`src/rtl/sequenciador_programa_pkg.sv`:
```
// seq_pkg: opcodes, halt sentinel and FSM state encoding shared by the program sequencer.
package seq_pkg;
  localparam logic [2:0] OP_MV  = 3'b000;
  localparam logic [2:0] OP_MVI = 3'b001;
  localparam logic [2:0] OP_ADD = 3'b010;
  localparam logic [2:0] OP_SUB = 3'b011;
  localparam logic [15:0] HALT_WORD = 16'hFFFF;
  typedef enum logic [2:0] {
    S_IDLE   = 3'd0,
    S_FETCH  = 3'd1,
    S_IMM    = 3'd2,
    S_WAIT   = 3'd3,
    S_HALTED = 3'd4
  } state_t;
  function automatic logic is_two_word(input logic [2:0] op);
    case (op)
      OP_MVI:                return 1'b1;
      OP_MV, OP_ADD, OP_SUB: return 1'b0;
      default:               return 1'b0;
    endcase
  endfunction
endpackage

```
`src/rtl/sequenciador_programa_memoria.sv`:
```
// memoria_programa: DEPTH x 16 program store, synchronous write, asynchronous read.
module memoria_programa #(
  parameter int DEPTH = 32,
  parameter int AW    = 5
) (
  input  logic          clk_i,
  input  logic          we_i,
  input  logic [AW-1:0] waddr_i,
  input  logic [15:0]   wdata_i,
  input  logic [AW-1:0] raddr_i,
  output logic [15:0]   rdata_o
);
  logic [15:0] mem_q [DEPTH];
  always_ff @(posedge clk_i)
    if (we_i) mem_q[waddr_i] <= wdata_i;
  assign rdata_o = mem_q[raddr_i];
endmodule

```
`src/rtl/sequenciador_programa.sv`:
```
// sequenciador_programa: feeds program words and Run pulses to the multicycle CPU, waiting on Done.
// Optional Done watchdog enabled by defining SEQ_WATCHDOG_EN.
module sequenciador_programa
  import seq_pkg::*;
#(
  parameter int DEPTH   = 32,
  parameter int AW      = 5,
  parameter int TIMEOUT = 15
) (
  input  logic          Clock,
  input  logic          Reset,
  input  logic          Start,
  input  logic          Wr_en,
  input  logic [AW-1:0] Wr_addr,
  input  logic [15:0]   Wr_data,
  input  logic          Done,
  output logic [15:0]   DIN,
  output logic          Run,
  output logic [AW-1:0] PC,
  output logic          Halted,
  output logic          Error
);
  if (DEPTH != (1 << AW) || TIMEOUT < 1) begin : g_bad_cfg
    $error("sequenciador_programa: DEPTH must equal 2**AW and TIMEOUT must be positive");
  end
  state_t        state_q, state_d;
  logic [AW-1:0] pc_q, pc_d;
  logic [15:0]   din_q, din_d;
  logic          err_q, err_d;
  logic [15:0]   rdata;
  logic          is_halt;
  logic          wd_expired;
  memoria_programa #(.DEPTH(DEPTH), .AW(AW)) u_mem (
    .clk_i   (Clock),
    .we_i    (Wr_en && (state_q == S_IDLE || state_q == S_HALTED)),
    .waddr_i (Wr_addr),
    .wdata_i (Wr_data),
    .raddr_i (pc_q),
    .rdata_o (rdata)
  );
`ifdef SEQ_WATCHDOG_EN
  localparam int CW = $clog2(TIMEOUT + 1);
  logic [CW-1:0] wd_q;
  always_ff @(posedge Clock)
    wd_q <= (Reset || state_q != S_WAIT) ? '0 : wd_q + CW'(1);
  assign wd_expired = wd_q == CW'(TIMEOUT - 1);
`else
  assign wd_expired = 1'b0;
`endif
  assign is_halt = rdata == HALT_WORD;
  always_comb begin
    state_d = state_q;
    pc_d    = pc_q;
    din_d   = din_q;
    err_d   = err_q;
    case (state_q)
      S_IDLE:   state_d = Start ? S_FETCH : S_IDLE;
      S_FETCH:
        if (is_halt) state_d = S_HALTED;
        else begin
          pc_d    = pc_q + AW'(1);
          din_d   = rdata;
          state_d = is_two_word(rdata[8:6]) ? S_IMM : S_WAIT;
        end
      S_IMM: begin
        pc_d    = pc_q + AW'(1);
        din_d   = rdata;
        state_d = S_WAIT;
      end
      S_WAIT:
        if (Done) state_d = S_FETCH;
        else if (wd_expired) begin
          state_d = S_HALTED;
          err_d   = 1'b1;
        end
      S_HALTED:
        if (Start) begin
          pc_d    = '0;
          err_d   = 1'b0;
          state_d = S_FETCH;
        end
      default:  state_d = S_IDLE;
    endcase
  end
  always_ff @(posedge Clock)
    if (Reset) begin
      state_q <= S_IDLE;
      pc_q    <= '0;
      din_q   <= '0;
      err_q   <= 1'b0;
    end else begin
      state_q <= state_d;
      pc_q    <= pc_d;
      din_q   <= din_d;
      err_q   <= err_d;
    end
  // The word being issued is shown live; otherwise the last issued word is held.
  assign Run    = state_q == S_FETCH && !is_halt;
  assign DIN    = (Run || state_q == S_IMM) ? rdata : din_q;
  assign PC     = pc_q;
  assign Halted = state_q == S_HALTED;
  assign Error  = err_q;
endmodule
```
`config.mk`:
```
export PLATFORM = sky130hd
export DESIGN_NAME = sequenciador_programa
export DESIGN_NICKNAME = d
export VERILOG_FILES = /design/src/rtl/sequenciador_programa_pkg.sv /design/src/rtl/sequenciador_programa_memoria.sv /design/src/rtl/sequenciador_programa.sv
export SDC_FILE = /design/constraint.sdc
export NUM_CORES = 1
export LEC_CHECK = 0
export ABC_AREA = 1
export ABC_CLOCK_PERIOD_IN_PS = 3350
export BUFFER_PORTS_ARGS = -buffer_cell sky130_fd_sc_hd__buf_4
export CORE_ASPECT_RATIO = 1.25
export CORE_MARGIN = 8
export CORE_UTILIZATION = 30
export DETAILED_ROUTE_END_ITERATION = 16
export PLACE_DENSITY = 0.48
export SYNTH_ARGS = -nofsm -noshare
export SYNTH_HDL_FRONTEND = slang
export SYNTH_SLANG_ARGS = --single-unit
```
`constraint.sdc`:
```
create_clock -name Clock -period 3.35 [get_ports Clock]
set_input_delay 0.67 -clock Clock [delete_from_list [all_inputs] [get_ports Clock]]
set_output_delay 0.67 -clock Clock [all_outputs]
set_load 0.02 [all_outputs]
```
==> metrics.cfg <==
[clocking]
cts_tree = done
clock_latency_reported_for_the_late_side_of_the_worst_skew_pair_ps = 610
worst_setup_hold_path_clk_slew_ps = 70
cts-root-buf = sky130_fd_sc_hd__clkbuf_16
tritoncts.num_buffers = 53
postCtsHoldBufs = 0
htreeDepth = 2
clock_path_buffers = 3
cts.sinks = 541

[floorplanning]
rows = 111
design.die.area_sq_mm = 0.08255
floorplan.io_pins = 50
floorplan.initialDensity_pct = 30.21
dieHeight_um = 319.2
core_area_sq_mm = 0.07305
die_x_um = 258.6

[logic_synthesis]
synth-edff-count = 512
synth.ff_latch_count = 541
avg_synthesized_cell_area_sq_um = 11.45
ys.flop_type = sky130_fd_sc_hd__edfxtp_1
synthesis.yosys.warnings = 0
mapped_cells = 1928
mappedNetlistArea_sq_mm = 0.02207
netlist-cell-type-count = 30
syn-num-nets = 1955
async_sr_flop_fraction_pct = 0
ys_seq_area_share_pct = 72.30

[route]
drc_errors = 0
drt_first_iter_violations = 1226
first_pass_iters = 5
vias_per_cell = 4.897
drt-wirelength-per-cell_um = 22.42
drt_wl_total_mm = 70.19
via_count = 15330
final_antenna_net_count = 0

[placed_design]
numPortBuffers = 48
finalWeightedCongestion = 0.8159
dp_worst_setup_slack_ps = -334.4
placedInstanceArea_sq_mm = 0.02438
dp_hpwl_mm = 38.61

[timing]
hold_slack_ps = 407.5
worst_rel_slew_slack_pct = 54.84
setup_slack_ps = -667.7
worst_pin_slew_ps = 675.5
final-hold-violation-count = 0
setup_viol = 28
totalNegativeSetupSlack_ps = -16250
rsz_0062_raised_after_global_routing = true
fmax_mhz = 248.9
fin_crit_ps = 4018
final.period_utilization_pct = 119.9
fin_worst_skew_ps = 20.76
number_of_pins_with_negative_max_slew_slack_in_the_final_report = 0

[global_routing]
grt.total_usage_pct = 16.09
grt_pass1_vias = 15030
number_of_antenna_violations_at_the_first_check_in_global_routing = 2
grt_start_max_net_pins = 53
wire_length_of_the_first_global_routing_pass_mm = 100.1
grt-ovfl-total = 0

[setup_path]
cpMaxStageDelayCell = sky130_fd_sc_hd__dfxtp_4
worstPathArrival_ps = 4560
cp_most_frequent_cell = sky130_fd_sc_hd__buf_4
cp_data_required_time_ps = 3900
critPathLaunchType = register
setup.worst_path.end_class = register
timing_worst_setup_path_type = register to register
critPathMaxStageDelay_ps = 440
crit_fanout = 8

[finish]
post-route-cell-area_sq_mm = 0.02868
layout.nets = 2156
layout-drive-gt1-share_pct = 27.79
n_fill_cell = 6962
syn_to_final_growth_pct = 29.96

[pwr]
power_leakage_uw = 0.01049
finalPower_uw = 18660
pwr_density_cell_mw_per_mm2 = 650.6
irDropWorstVdd_uv = 377.6

[hold_path]
min-delay-path-class = input pin to register

[flow_run]
maxCapViolations = 0

[run_status]
run_status = finished with violations
violations = setup timing

==> final timing paths <==
check,slack [ps],start,depth (start not counted),endpoint
setup / recovery,-670,register,30,register
hold reg to reg,510,din_q[5],2,din_q[5]
hold / removal,410,Start,3,state_q[2]
setup reg to reg,-670,register,30,register
==> cell families after synthesis <==
| logic type | share of synthesized area (%) |
|---|---|
| AO/OA/AOI/OAI | 0.9071 |
| XOR/XNOR | 0.1191 |
| adder cells (fa/ha/maj) | 0.05669 |
| buffers and inverters | 3.532 |
| flip-flops | 72.30 |
| other | 0.01699 |
| AND/OR/NAND/NOR | 23.07 |
==> cell type report <==
type                    instances  area, sq um  share of cell area, %
flip-flops and latches        541        15970                  55.67
multi-input cells            1240         6477                  22.58
repair buffers                258         3229                  11.26
clock buffers                  70         1433                  4.995
well taps                     960         1201                  4.188
clock inverters                26        220.2                 0.7678
inverters                      35        151.4                 0.5279
diodes                          1        2.502               0.008725
==> what timing repair did <==
item                       4_1_cts  5_1_grt
buffers inserted                39       15
cloned                          21       19
setup endpoints to repair       17       28
gates resized for setup        158      197
pin swaps                       28      120
==> registers in the layout, indices dropped and copies added (netlist names), named ones only <==
signal,cells
state_q,3
PC,5
u_mem.mem_q,512
din_q,16
==> critical path, delay by kind of cell, from the launching register on <==
family,cells,cell delay (ps)
compound gates,1,160
buf+inv,16,2110
flops,1,440
simple gates,13,1210
==> cells in the final DEF (no fill, tap or decap), types with 2 or more instances in the layout <==
| cell | count |
|---|---|
| sky130_fd_sc_hd__nor2_2 | 29 |
| sky130_fd_sc_hd__nand4_1 | 2 |
| sky130_fd_sc_hd__clkinv_1 | 13 |
| sky130_fd_sc_hd__nor2_4 | 4 |
| sky130_fd_sc_hd__nand3_1 | 355 |
| sky130_fd_sc_hd__a21oi_2 | 4 |
| sky130_fd_sc_hd__inv_1 | 19 |
| sky130_fd_sc_hd__buf_12 | 34 |
| sky130_fd_sc_hd__edfxtp_1 | 512 |
| sky130_fd_sc_hd__nand2_8 | 2 |
| sky130_fd_sc_hd__clkbuf_1 | 15 |
| sky130_fd_sc_hd__buf_4 | 155 |
| sky130_fd_sc_hd__a21oi_4 | 2 |
| sky130_fd_sc_hd__nand2_1 | 569 |
| sky130_fd_sc_hd__nor2_1 | 42 |
| sky130_fd_sc_hd__o21ai_2 | 3 |
| sky130_fd_sc_hd__nand2_2 | 105 |
| sky130_fd_sc_hd__buf_6 | 29 |
| sky130_fd_sc_hd__inv_2 | 14 |
| sky130_fd_sc_hd__buf_16 | 23 |
| sky130_fd_sc_hd__nand3_4 | 12 |
| sky130_fd_sc_hd__clkbuf_16 | 72 |
| sky130_fd_sc_hd__nand3_2 | 64 |
| sky130_fd_sc_hd__clkinv_2 | 7 |
| sky130_fd_sc_hd__dfxtp_1 | 26 |
| sky130_fd_sc_hd__xor2_1 | 3 |
| sky130_fd_sc_hd__nand2_4 | 18 |
| sky130_fd_sc_hd__o21ai_0 | 2 |
| sky130_fd_sc_hd__a21oi_1 | 3 |
| sky130_fd_sc_hd__bufinv_16 | 4 |
| sky130_fd_sc_hd__o21ai_4 | 13 |
| sky130_fd_sc_hd__dfxtp_4 | 3 |
==> per-stage QoR <==
| stage | utilization (%) | cells |
|---|---|---|
| 4_1_cts | 37.64 | 3103 |
| 3_3_place_gp | 33.37 | 2947 |
| 2_1_floorplan | - | 1928 |
| 3_5_place_dp | 33.37 | 2947 |
| 6_report | 39.26 | 3131 |
| 5_1_grt | 39.26 | 3131 |
==> report_power, final <==
| group | internal, uW | switching (uW) |
|---|---|---|
| combinational | 2320 | 2940 |
| clock | 3300 | 2500 |
| sequential | 7510 | 89.8 |
==> cells in the mapped netlist (3+ instances only) <==
cell type,instances,area share (%)
sky130_fd_sc_hd__a21oi_1,9,0.20
sky130_fd_sc_hd__buf_1,24,0.41
sky130_fd_sc_hd__buf_2,28,0.63
sky130_fd_sc_hd__buf_4,32,1.1
sky130_fd_sc_hd__buf_6,8,0.41
sky130_fd_sc_hd__clkbuf_1,22,0.37
sky130_fd_sc_hd__dfxtp_1,29,2.6
sky130_fd_sc_hd__edfxtp_1,512,70
sky130_fd_sc_hd__inv_1,33,0.56
sky130_fd_sc_hd__nand2_1,690,12
sky130_fd_sc_hd__nand3_1,430,9.8
sky130_fd_sc_hd__nor2_1,72,1.2
sky130_fd_sc_hd__nor2_2,3,0.085
sky130_fd_sc_hd__o21ai_1,5,0.11
sky130_fd_sc_hd__o21ai_2,12,0.48
sky130_fd_sc_hd__xor2_1,3,0.12
==> metal layers <==
metal	part of all wire, %	GRT usage (%)
met1	40	19.65
met2	51	28.27
met3	4.4	1.960
met4	4.5	7.005
met5	0	0
(Power assumes the default switching activity.)
